## src/rtl/bus_step_sequencer_pkg.sv

```systemverilog
// Shared definitions for the single-bus control-step sequencer: step
// encoding and the bus-mux select codes used by both the sequencer and the mux.
package bus_step_sequencer_pkg;

  typedef enum logic [2:0] {
    ST_IDLE = 3'd0,
    ST_T0   = 3'd1,
    ST_T1   = 3'd2,
    ST_T2   = 3'd3,
    ST_T3   = 3'd4,
    ST_T4   = 3'd5,
    ST_T5   = 3'd6,
    ST_T6   = 3'd7
  } state_e;

  localparam logic [4:0] BUS_SEL_NONE    = 5'd0;
  localparam logic [4:0] BUS_SEL_R0_BASE = 5'd1;
  localparam logic [4:0] BUS_SEL_HI      = 5'd17;
  localparam logic [4:0] BUS_SEL_LO      = 5'd18;
  localparam logic [4:0] BUS_SEL_ZHI     = 5'd19;
  localparam logic [4:0] BUS_SEL_ZLO     = 5'd20;
  localparam logic [4:0] BUS_SEL_PC      = 5'd21;
  localparam logic [4:0] BUS_SEL_MDR     = 5'd22;
  localparam logic [4:0] BUS_SEL_INPORT  = 5'd23;
  localparam logic [4:0] BUS_SEL_CSIGN   = 5'd24;

  // Bus select code that puts general register idx on the bus.
  function automatic logic [4:0] bus_sel_reg(input logic [3:0] idx);
    return BUS_SEL_R0_BASE + {1'b0, idx};
  endfunction

endpackage

```

## src/rtl/bus_step_sequencer_reg_index_decoder.sv

```systemverilog
// 4-bit register index to 16-bit one-hot load strobe; all zero when disabled.
// Shared with the register-file write port so both agree on the index mapping.
module reg_index_decoder (
  input  logic        en,
  input  logic [3:0]  idx,
  output logic [15:0] onehot
);

  // One-hot decode of idx, gated by en.
  always_comb begin
    onehot = 16'h0000;
    if (en) begin
      onehot[idx] = 1'b1;
    end else begin
      onehot = 16'h0000;
    end
  end

endmodule

```

## src/rtl/bus_step_sequencer.sv

```systemverilog
// Control-step sequencer for the 32-bit single-bus datapath. Fetches an
// instruction (T0..T2) and runs one register-to-register ALU op (T3..T6),
// driving the bus-mux select and every register load strobe each cycle.
module bus_step_sequencer
  import bus_step_sequencer_pkg::*;
#(
  parameter int MEM_TIMEOUT = 15,
  parameter int SEL_W       = 5
) (
  input  logic             clock,
  input  logic             reset_n,
  input  logic             start,
  input  logic             mem_ready,
  input  logic             muldiv,
  input  logic [3:0]       ra,
  input  logic [3:0]       rb,
  input  logic [3:0]       rc,
  output logic [SEL_W-1:0] bus_sel,
  output logic [15:0]      reg_in,
  output logic             pc_in,
  output logic             mar_in,
  output logic             mdr_in,
  output logic             ir_in,
  output logic             y_in,
  output logic             z_in,
  output logic             hi_in,
  output logic             lo_in,
  output logic             inc_pc,
  output logic             mem_read,
  output logic             alu_go,
  output logic             busy,
  output logic             done,
  output logic             err
);

  localparam int CNT_W = $clog2(MEM_TIMEOUT + 1);

  state_e           state_q, state_d;
  logic [3:0]       ra_q, ra_d;
  logic [3:0]       rb_q, rb_d;
  logic [3:0]       rc_q, rc_d;
  logic             muldiv_q, muldiv_d;
  logic [CNT_W-1:0] cnt_q, cnt_d;

  logic             timeout_s;
  logic             t1_first_s;
  logic             wr_en_s;
  logic [4:0]       sel_s;

  // The memory wait has run out once the counter holds MEM_TIMEOUT while in T1.
  assign timeout_s  = (state_q == ST_T1) && (cnt_q == CNT_W'(MEM_TIMEOUT));
  // The counter only advances on wait cycles, so zero in T1 means first T1 cycle.
  assign t1_first_s = (state_q == ST_T1) && (cnt_q == {CNT_W{1'b0}});
  // Writeback to the general register file happens only for non-muldiv T5.
  assign wr_en_s    = (state_q == ST_T5) && !muldiv_q;

  assign bus_sel = SEL_W'(sel_s);

  reg_index_decoder u_wr_decode (
    .en     (wr_en_s),
    .idx    (ra_q),
    .onehot (reg_in)
  );

  // State, latched operands and memory-wait counter.
  always_ff @(posedge clock or negedge reset_n) begin
    if (!reset_n) begin
      state_q  <= ST_IDLE;
      ra_q     <= 4'd0;
      rb_q     <= 4'd0;
      rc_q     <= 4'd0;
      muldiv_q <= 1'b0;
      cnt_q    <= {CNT_W{1'b0}};
    end else begin
      state_q  <= state_d;
      ra_q     <= ra_d;
      rb_q     <= rb_d;
      rc_q     <= rc_d;
      muldiv_q <= muldiv_d;
      cnt_q    <= cnt_d;
    end
  end

  // Step sequencing, operand capture on T2->T3 and memory-wait counting.
  always_comb begin
    state_d  = state_q;
    ra_d     = ra_q;
    rb_d     = rb_q;
    rc_d     = rc_q;
    muldiv_d = muldiv_q;
    cnt_d    = cnt_q;
    case (state_q)
      ST_IDLE: begin
        if (start) begin
          state_d = ST_T0;
        end else begin
          state_d = ST_IDLE;
        end
      end
      ST_T0: state_d = ST_T1;
      ST_T1: begin
        if (timeout_s) begin
          state_d = ST_IDLE;
          cnt_d   = {CNT_W{1'b0}};
        end else if (mem_ready) begin
          state_d = ST_T2;
          cnt_d   = {CNT_W{1'b0}};
        end else begin
          cnt_d   = cnt_q + CNT_W'(1);
        end
      end
      ST_T2: begin
        state_d  = ST_T3;
        ra_d     = ra;
        rb_d     = rb;
        rc_d     = rc;
        muldiv_d = muldiv;
      end
      ST_T3: state_d = ST_T4;
      ST_T4: state_d = ST_T5;
      ST_T5: begin
        if (muldiv_q) begin
          state_d = ST_T6;
        end else begin
          state_d = ST_IDLE;
        end
      end
      ST_T6:   state_d = ST_IDLE;
      default: state_d = ST_IDLE;
    endcase
  end

  // Moore decode of bus select and strobes; T1 also looks at mem_ready/timeout.
  always_comb begin
    sel_s    = BUS_SEL_NONE;
    pc_in    = 1'b0;
    mar_in   = 1'b0;
    mdr_in   = 1'b0;
    ir_in    = 1'b0;
    y_in     = 1'b0;
    z_in     = 1'b0;
    hi_in    = 1'b0;
    lo_in    = 1'b0;
    inc_pc   = 1'b0;
    mem_read = 1'b0;
    alu_go   = 1'b0;
    done     = 1'b0;
    err      = 1'b0;
    busy     = (state_q != ST_IDLE);
    case (state_q)
      ST_IDLE: sel_s = BUS_SEL_NONE;
      ST_T0: begin
        sel_s  = BUS_SEL_PC;
        mar_in = 1'b1;
        inc_pc = 1'b1;
        z_in   = 1'b1;
      end
      ST_T1: begin
        sel_s    = BUS_SEL_ZLO;
        mem_read = 1'b1;
        pc_in    = t1_first_s;
        if (timeout_s) begin
          err    = 1'b1;
        end else if (mem_ready) begin
          mdr_in = 1'b1;
        end else begin
          mdr_in = 1'b0;
        end
      end
      ST_T2: begin
        sel_s = BUS_SEL_MDR;
        ir_in = 1'b1;
      end
      ST_T3: begin
        sel_s = bus_sel_reg(rb_q);
        y_in  = 1'b1;
      end
      ST_T4: begin
        sel_s  = bus_sel_reg(rc_q);
        alu_go = 1'b1;
        z_in   = 1'b1;
      end
      ST_T5: begin
        sel_s = BUS_SEL_ZLO;
        if (muldiv_q) begin
          lo_in = 1'b1;
        end else begin
          done  = 1'b1;
        end
      end
      ST_T6: begin
        sel_s = BUS_SEL_ZHI;
        hi_in = 1'b1;
        done  = 1'b1;
      end
      default: sel_s = BUS_SEL_NONE;
    endcase
  end

endmodule

```

## config.mk

```make
export PLATFORM = sky130hd
export DESIGN_NAME = bus_step_sequencer
export DESIGN_NICKNAME = d
export VERILOG_FILES = /design/src/rtl/bus_step_sequencer_pkg.sv /design/src/rtl/bus_step_sequencer_reg_index_decoder.sv /design/src/rtl/bus_step_sequencer.sv
export SDC_FILE = /design/constraint.sdc
export NUM_CORES = 1
export LEC_CHECK = 0
export CAP_MARGIN = 40
export CORE_MARGIN = 10
export CORE_UTILIZATION = 46
export DETAILED_ROUTE_END_ITERATION = 7
export PLACE_DENSITY_LB_ADDON = 0.05
export SYNTH_ARGS = -nofsm -noshare
export SYNTH_HDL_FRONTEND = slang
export SYNTH_SLANG_ARGS = --single-unit
```

## constraint.sdc

```tcl
create_clock -name clock -period 2.8 [get_ports clock]
set_input_delay 0.28 -clock clock [delete_from_list [all_inputs] [get_ports clock]]
set_output_delay 0.28 -clock clock [all_outputs]
set_load 0.03 [all_outputs]
```

==> results.sh <==
export IMPL_status="completed"
export IMPL_met1_usage=0.157
export IMPL_dpl_instance_area_sq_mm=0.00183
export IMPL_hold_violations=0
export IMPL_synth_common_cells="20 x dfrtp_1, 20 x nor2_1, 16 x mux2_2"
export IMPL_hp_class="in2async"
export IMPL_io_pins=52
export IMPL_post_cts_buffers=0
export IMPL_grt_start_max_net_pins=20
export IMPL_crit_arrival_ns=2.32
export IMPL_route_vias_total=1222
export IMPL_use_met3=0.0667
export IMPL_synth_edf_count=0
export IMPL_cts_inserted_buffers=3
export IMPL_fin_crit_sh=0.927
export IMPL_die_w_um=73.1
export IMPL_crit_end="bus_sel[4]"
export IMPL_fin_nets=212
export IMPL_portBuffers=51
export IMPL_synth_seq_cells=20
export IMPL_area_delta_synth_final_pct=47.0
export IMPL_regToRegEndpoint="state_q[0]"
export IMPL_gp_congestion=0.820
export IMPL_crit_required_ns=2.52
export IMPL_reg2regPathDepth=5
export IMPL_initial_utilization=0.474
export IMPL_min_period_ns=2.60
export IMPL_drcViolationCount=0
export IMPL_endpoint_kind="primary output"
export IMPL_syn_nets=158
export IMPL_clkSinkCount=20
export IMPL_yosysUniqueCellTypes=37
export IMPL_top_usage_layer="met2"
export IMPL_ant_nets=0
export IMPL_synth_top_area_share=0.386
export IMPL_die_area_sq_mm=0.00534
export IMPL_drive_gt1_frac=0.168
export IMPL_grt_pass1_vias=1239
export IMPL_power_mw=2.05
export IMPL_preCtsSetupSlack_ns=0.230
export IMPL_placedCellCount=218
export IMPL_ys_seq_area_frac=0.386
export IMPL_r2r_start="state_q[0]"
export IMPL_vias_per_cell=5.50
export IMPL_syn_area_sq_mm=0.00129
export IMPL_yosys_area_top_type="dfrtp_1"
export IMPL_totalWireLength_um=3610
export IMPL_wire_per_inst_um=16.2
export IMPL_fp_dieH_um=73.1
export IMPL_grt_util_met2=0.223
export IMPL_final_cells=222
export IMPL_slew_headroom=0.768
export IMPL_drv_cap=0
export IMPL_max_freq_mhz=385
export IMPL_synthTopCellsByArea="dfrtp_1 39%, mux2_2 14%, nor2_1 5.8%"
export IMPL_p_per_area_mw_per_mm2=1080
export IMPL_syn_avg_cell_area_sq_um=9.38
export IMPL_core_area_sq_mm=0.00273
export IMPL_dr_pass1_iters=4
export IMPL_h_tree_depth=1
export IMPL_cts_tree="done"
export IMPL_hpwlAfterDp_um=2840
export IMPL_yosys_warnings=0
export IMPL_irDropWorstVdd_uv=884
export IMPL_drtIter0Drc=54
export IMPL_setup_tns_ns=0
export IMPL_antenna_found_initial=0
export IMPL_finClkSkew_ns=0.00929
export IMPL_leakage_nw=0.923
export IMPL_clk_path_buf_depth=2
export IMPL_clk_latency_ns=0.31
export IMPL_drv_slew=0
export IMPL_grt_pass1_wl_um=5890
export IMPL_cp_max_fo=5
export IMPL_ys_flop_type="dfrtp_1"
export IMPL_placementRows=19
export IMPL_critPathKind="reg2out"
export IMPL_synthArstFlopShare=1.00
export IMPL_finalSetupViolCount=0
export IMPL_num_antenna_cells=0
export IMPL_holdBufCountCts=0
export IMPL_design_area_sq_mm=0.00190
export IMPL_root_buffer="clkbuf_4"
export IMPL_r2r_setup_slack_ns=1.09
export IMPL_clk_pin_slew_ns=0.12
export IMPL_worst_slew_pin_slew_ns=0.347
export IMPL_grt_ovfl_total=0
export IMPL_crit_start="state_q[0]"
export IMPL_syn_inst=138
export IMPL_fin_ws_ns=0.203
export IMPL_rsz0062_at_grt="no"
export IMPL_start_kind="flip-flop"
export IMPL_grt_use_total=0.136
[logic make-up (layout without fill, tap and decap cells)]
family / after synthesis / after routing / share of synthesized area
AND/OR/NAND/NOR: 64 / 64 / 0.270
AO/OA/AOI/OAI: 16 / 16 / 0.0899
adder cells (fa/ha/maj): 3 / 3 / 0.0290
buffers and inverters: 17 / 70 / 0.0705
multiplexers: 18 / 18 / 0.155
flip-flops: 20 / 20 / 0.386
[stage by stage]
stage | utilization | hold slack (ns)
finish | 0.696 | 0.141
global route | 0.696 | 0.116
CTS | 0.689 | 0.129
detailed placement | 0.671 | 0.471
global placement | 0.665 | 0.531
floorplan | - | -0.0156
[worst min-delay path by stage]
| stage | start | to | slack [ns] | cells after the start |
|---|---|---|---|---|
| 2_1_floorplan | reset_n | cnt_q[0] | -0.02 | 0 |
| 3_3_place_gp | rc_q[1] | rc_q[1] | 0.53 | 1 |
| 3_5_place_dp | reset_n | rc_q[1] | 0.47 | 1 |
| 4_1_cts | reset_n | rc_q[1] | 0.13 | 1 |
| 5_1_grt | reset_n | rc_q[1] | 0.12 | 1 |
| 6_report | reset_n | rc_q[1] | 0.14 | 1 |
[worst max-delay path, stage by stage, from the launching register on]
cell	delay [ns]
dfrtp_1	0.43
nand2b_4	0.10
inv_1	0.07
nand2_1	0.12
mux2_2	0.35
ha_1	0.25
a41o_1	0.20
a21o_1	0.15
dlygate4sd2_1	0.35
[where the power goes]
part,switching (mW),leakage (nW),total (mW),internal (mW)
Sequential,0.181,0.238,0.614,0.433
Combinational,0.645,0.658,1.19,0.549
Clock,0.0931,0.0279,0.238,0.145
Total,0.920,0.923,2.05,1.13
[layout make-up]
cell class | instances | area, sq um
fill | 220 | 831
multi-input combinational | 101 | 711
timing repair buffer | 56 | 562
sequential | 20 | 500
inverter | 10 | 38.8
tap | 31 | 38.8
clock inverter | 1 | 30.0
clock buffer | 3 | 22.5
[placed cells by master, fill, tap and decap left out, types with 2 or more instances in the layout]
cell type	instances
a21o_1	3
dlymetal6s2s_1	5
o21ai_0	3
clkdlybuf4s50_1	42
buf_4	5
nor2b_1	2
mux2_2	16
clkbuf_4	3
nand3_1	8
nor2_1	20
or3b_1	2
mux2i_1	2
ha_1	3
inv_1	9
nor3_1	4
nand3b_1	3
or3_1	2
dlygate4sd2_1	3
nand2b_1	3
nor4b_1	2
nand2_1	8
nor4bb_1	2
dfrtp_1	20
a21oi_1	3
[layer usage]
metal  share of wire  vias to the layer above
li1                -                      593
met1            0.41                      583
met2            0.49                       44
met3           0.096                        2
met4          0.0053                        0
met5               0                        -
[flip-flops by register name (all words and copies together), names as in the netlist]
signal / cells
ra_q: 4
muldiv_q: 1
state_q: 3
rc_q: 4
cnt_q: 4
rb_q: 4
[timing repair]
action	CTS	global route
cloned	0	0
setup endpoints to repair	3	6
resized for setup	3	6
(Power assumes the default switching activity.)
